--- config.mk ---
export PLATFORM = sky130hd
export DESIGN_NAME = friscv_irq_ctrl
export DESIGN_NICKNAME = d
export VERILOG_FILES = /design/src/rtl/friscv_h.sv /design/src/rtl/friscv_bit_sync.sv /design/src/rtl/friscv_irq_ctrl.sv
export SDC_FILE = /design/constraint.sdc
export NUM_CORES = 1
export LEC_CHECK = 0
export ABC_AREA = 1
export BUFFER_PORTS_ARGS = -buffer_cell sky130_fd_sc_hd__buf_2
export CAP_MARGIN = 0
export CORE_MARGIN = 2
export CORE_UTILIZATION = 25
export CTS_CLUSTER_DIAMETER = 50
export DETAILED_ROUTE_END_ITERATION = 10
export PLACE_DENSITY = 0.65
export SYNTH_ARGS = -nofsm -noshare
export SYNTH_HDL_FRONTEND = slang
export SYNTH_SLANG_ARGS = --single-unit
--- constraint.sdc ---
create_clock -name aclk -period 1 [get_ports aclk]
set_input_delay 0.1 -clock aclk [delete_from_list [all_inputs] [get_ports aclk]]
set_output_delay 0.1 -clock aclk [all_outputs]
set_load 0.03 [all_outputs]
--- src/rtl/friscv_h.sv ---
// Shared constants for the friscv machine-level interrupt controller:
// MIP/MIE bit positions, interrupt exception codes and FSM states.
package friscv_h;

  localparam int unsigned MSI_BIT = 3;
  localparam int unsigned MTI_BIT = 7;
  localparam int unsigned MEI_BIT = 11;

  localparam logic [3:0] MSI_CODE = 4'd3;
  localparam logic [3:0] MTI_CODE = 4'd7;
  localparam logic [3:0] MEI_CODE = 4'd11;

  typedef enum logic [1:0] {
    IRQ_IDLE = 2'd0,
    IRQ_REQ  = 2'd1,
    IRQ_BUSY = 2'd2
  } irq_state_t;

endpackage

--- src/rtl/friscv_bit_sync.sv ---
// Multi-flop synchronizer for a single asynchronous level into aclk.
module friscv_bit_sync #(
  parameter int unsigned DEPTH = 2
) (
  input  logic aclk,
  input  logic aresetn,
  input  logic srst,
  input  logic bit_i,
  output logic bit_o
);

  logic [DEPTH-1:0] sync_q;
  logic [DEPTH-1:0] sync_d;

  always_comb begin
    sync_d = {sync_q[DEPTH-2:0], bit_i};
    if (srst) sync_d = '0;
  end

  always_ff @(posedge aclk or negedge aresetn) begin
    if (!aresetn) sync_q <= '0;
    else          sync_q <= sync_d;
  end

  assign bit_o = sync_q[DEPTH-1];

endmodule

--- src/rtl/friscv_irq_ctrl.sv ---
// Machine interrupt controller: registers CLINT/external levels into MIP,
// masks and prioritises them, and issues one trap request per mret.
module friscv_irq_ctrl
  import friscv_h::*;
#(
  parameter int unsigned XLEN = 32
) (
  input  logic            aclk,
  input  logic            areset,
  input  logic            sw_irq,
  input  logic            timer_irq,
  input  logic            ext_irq,
  input  logic            mie_global,
  input  logic [XLEN-1:0] mie,
  output logic            irq_valid,
  output logic [XLEN-1:0] irq_cause,
  input  logic            irq_ready,
  input  logic            irq_done,
  output logic [XLEN-1:0] mip
);

  logic            areset_n;
  logic            ext_sync;
  logic [XLEN-1:0] mip_q, mip_d;
  logic [XLEN-1:0] elig;
  logic [3:0]      win_code;
  logic [XLEN-1:0] win_cause;
  irq_state_t      state_q, state_d;
  logic            valid_q, valid_d;
  logic [XLEN-1:0] cause_q, cause_d;

  assign areset_n = ~areset;

  friscv_bit_sync #(
    .DEPTH (2)
  ) u_ext_sync (
    .aclk    (aclk),
    .aresetn (areset_n),
    .srst    (1'b0),
    .bit_i   (ext_irq),
    .bit_o   (ext_sync)
  );

  // Level mirror of the three live sources; every other MIP bit reads 0.
  always_comb begin
    mip_d          = '0;
    mip_d[MSI_BIT] = sw_irq;
    mip_d[MTI_BIT] = timer_irq;
    mip_d[MEI_BIT] = ext_sync;
  end

  // Only bits 3/7/11 of mip_q can be set, so masking with the full MIE is safe.
  assign elig = mip_q & mie;

  always_comb begin
    if (elig[MEI_BIT])      win_code = MEI_CODE;
    else if (elig[MSI_BIT]) win_code = MSI_CODE;
    else                    win_code = MTI_CODE;
    win_cause = {1'b1, {(XLEN-5){1'b0}}, win_code};
  end

  always_comb begin
    state_d = state_q;
    valid_d = valid_q;
    cause_d = cause_q;
    case (state_q)
      IRQ_IDLE: begin
        valid_d = 1'b0;
        if (mie_global && (|elig)) begin
          state_d = IRQ_REQ;
          valid_d = 1'b1;
          cause_d = win_cause;
        end
      end
      IRQ_REQ: begin
        if (irq_ready) begin
          state_d = IRQ_BUSY;
          valid_d = 1'b0;
        end
      end
      IRQ_BUSY: begin
        valid_d = 1'b0;
        if (irq_done) state_d = IRQ_IDLE;
      end
      default: begin
        state_d = IRQ_IDLE;
        valid_d = 1'b0;
      end
    endcase
  end

  always_ff @(posedge aclk or posedge areset) begin
    if (areset) begin
      mip_q   <= '0;
      state_q <= IRQ_IDLE;
      valid_q <= 1'b0;
      cause_q <= '0;
    end else begin
      mip_q   <= mip_d;
      state_q <= state_d;
      valid_q <= valid_d;
      cause_q <= cause_d;
    end
  end

  assign irq_valid = valid_q;
  assign irq_cause = cause_q;
  assign mip       = mip_q;

endmodule
==> results.json <==
{
  "crit_path_max_incr_delay_ns": 0.42,
  "rsz0062_at_grt": "true",
  "gr-usage-all-layers_pct": 6.33,
  "timing.critical_path.buf_inv": 1,
  "clk_latency_ns": 0.26,
  "hpwlAfterDp_um": 915,
  "filler_cell_count": 370,
  "cts_tree": "yes",
  "p_leak_nw": 0.512,
  "clock_sinks": 11,
  "setup_viol_count_final": 0,
  "min_period_over_period_pct": 96.2,
  "grt_pass1_wl_um": 1730,
  "ir_worst_vdd_uv": 950,
  "worstSetupEndpointType": "primary output",
  "finalPower_mw": 1.62,
  "topRoutingLayerUsed": "met3",
  "drv_cap": 0,
  "core_area_sq_mm": 0.00328,
  "synth.avg_cell_area_sq_um": 8.81,
  "drtPass1Iterations": 3,
  "drt_wl_total_um": 1150,
  "status": "completed",
  "vias": 501,
  "crit_path_cell_trace": "buf_4",
  "hold_class": "in2reg",
  "r2r_cells": 4,
  "cts.path.max_buffers": 2,
  "wl_met2_um": 640,
  "wire_per_inst_um": 6.86,
  "ctsRootBufferMaster": "clkbuf_4",
  "timing.rr.start": "state_q[0]",
  "period_minus_slack_ns": 0.962,
  "path_delay_family": "flip-flops",
  "num_rows": 21,
  "instances_no_fill": 167,
  "min_from": "irq_done",
  "synth-seq-cells": 11,
  "fmax_mhz": 1040,
  "crit_start": "irq_cause[1]",
  "fp.dieH_um": 61.9,
  "syn2layout_area_growth_pct": 4.78,
  "drv_slew": 0,
  "routed_via_density": 3.00,
  "antenna_found_initial": 0,
  "drive_gt1_share_pct": 24.0,
  "grt_pass1_vias": 406,
  "hold_depth": 2,
  "synth_cell_types": 11,
  "syn_area_sq_um": 837,
  "boundaryPins": 105,
  "crit_arrival_ns": 0.86,
  "crit_path_start_kind": "register",
  "met3_wirelength_um": 100,
  "cts_made_buffers": 3,
  "p_per_area_mw_per_mm2": 1850,
  "critPathKind": "reg2out",
  "cts_max_level": 1,
  "die-area_sq_mm": 0.00383,
  "start_util_pct": 25.5,
  "post-route-drc-count": 0,
  "gp_congestion": 0.690,
  "final_nets": 162,
  "final_antenna_net_count": 0,
  "crit_required_ns": 0.90,
  "grt_start_max_net_pins": 12,
  "wl_met1_um": 404,
  "worst-path-stages": 1,
  "path_max_fanout": 4,
  "syn_inst": 95,
  "io_buffers": 19,
  "antenna_cells": 0,
  "crit_path_top_delay_cell": "dfrtp_1",
  "drt_iter0_markers": 2,
  "synth-seq-area-share_pct": 32.9,
  "clk_transition_reported_paths_ns": 0.07,
  "ys_warn_count": 0,
  "post-place-cells": 159,
  "die_x_um": 61.9,
  "hold_viol_final": 0,
  "grt_overflow": 0,
  "skew_ns": 0.00549
}
[flip-flops by register name, summed over array words and instances (netlist names)]
register	flops
irq_cause	3
mip	3
state_q	2
u_ext_sync.sync_q	2
irq_valid	1
[where the power goes]
part	internal (mW)	leakage, nW	switching, mW
Sequential	0.532	0.129	0.0589
Combinational	0.176	0.368	0.568
Clock	0.154	0.0150	0.136
Total	0.862	0.512	0.763
[worst reg2reg max path: stages, from the launching register on]
cell,delay (ns)
dfrtp_1,0.41
nor2_4,0.19
nand3_4,0.11
nand3_1,0.10
nand2_1,0.05
[synthesized netlist by cell type]
library cell	n	area (sq um)
o31ai_1	1	7.51
buf_4	58	435
nor2_2	1	6.26
nand3b_1	1	7.51
inv_1	6	22.5
conb_1	1	3.75
nand3_1	6	30.0
nand2_1	7	26.3
nand3_2	1	10.0
dfrtp_1	11	275
nand4_1	2	12.5
[area by class of cell]
class	count	area, sq um	area share [%]
Inverter	6	22.5	2.57
Timing Repair Buffer	25	158	18.0
Tap cell	46	57.6	6.56
Sequential cell	11	278	31.7
Clock buffer	4	26.3	3.00
Multi-Input combinational cell	75	335	38.2
[logic make-up (layout without fill, tap and decap cells)]
family                 after synthesis  in the layout  synth area share, %
DFF                                 11             11                 32.9
and+or+nand+nor                     18             18                 11.1
buffers and inverters               64             35                 54.7
other                                1             56                0.448
AOI/OAI and AO/OA                    1              1                0.897
[stage by stage]
step / utilization (%) / hold slack, ns / setup TNS (ns) / worst slack (ns) / area, sq um
detailed placement: 23.7 / 0.111 / -0.0631 / -0.0370 / 778
CTS: 26.1 / 0.00375 / -0.000378 / -0.000194 / 857
global placement: 23.7 / 0.106 / -0.0134 / -0.0132 / 778
finish: 26.7 / 0.0112 / 0 / 0.0381 / 877
floorplan: - / -0.0477 / 0 / 0.0291 / 1050
global route: 26.7 / 0.0191 / -0.0881 / -0.0213 / 877
[placed cells by master (no fill, tap or decap), drive strengths merged]
master / netlist / routed
o31ai: 1 / 1
clkbuf: 0 / 4
nand3: 7 / 7
nand3b: 1 / 1
nor2: 1 / 1
nand2: 7 / 7
inv: 6 / 6
dfrtp: 11 / 11
buf: 58 / 21
nand4: 2 / 2
conb: 1 / 56
dlygate4sd3: 0 / 4
[per-layer routing]
metal	vias up	track usage [%]
li1	232	-
met1	228	6.46
met2	41	11.9
met3	0	1.24
met4	0	3.65
met5	-	0
[worst paths after layout]
| path | slack [ns] | end |
|---|---|---|
| max in group asynchronous | 0.31 | mip[11] |
| worst max register to register | 0.04 | irq_cause[3] |
| worst min register to register | 0.35 | u_ext_sync.sync_q[1] |
| worst min-delay path | 0.01 | state_q[1] |
| min in group asynchronous | 0.38 | irq_valid |
| worst max-delay path | 0.04 | irq_cause[0] |
[timing repair]
item                                   CTS  global route
endpoints found under the hold margin   14             0
cloned                                   0             0
hold buffers                             4             0
setup buffers                            0             0
pin swaps                                0             2
resized for setup                        3             6
setup endpoints to repair                3             5
No activity file was read; power rests on OpenSTA's default activity.
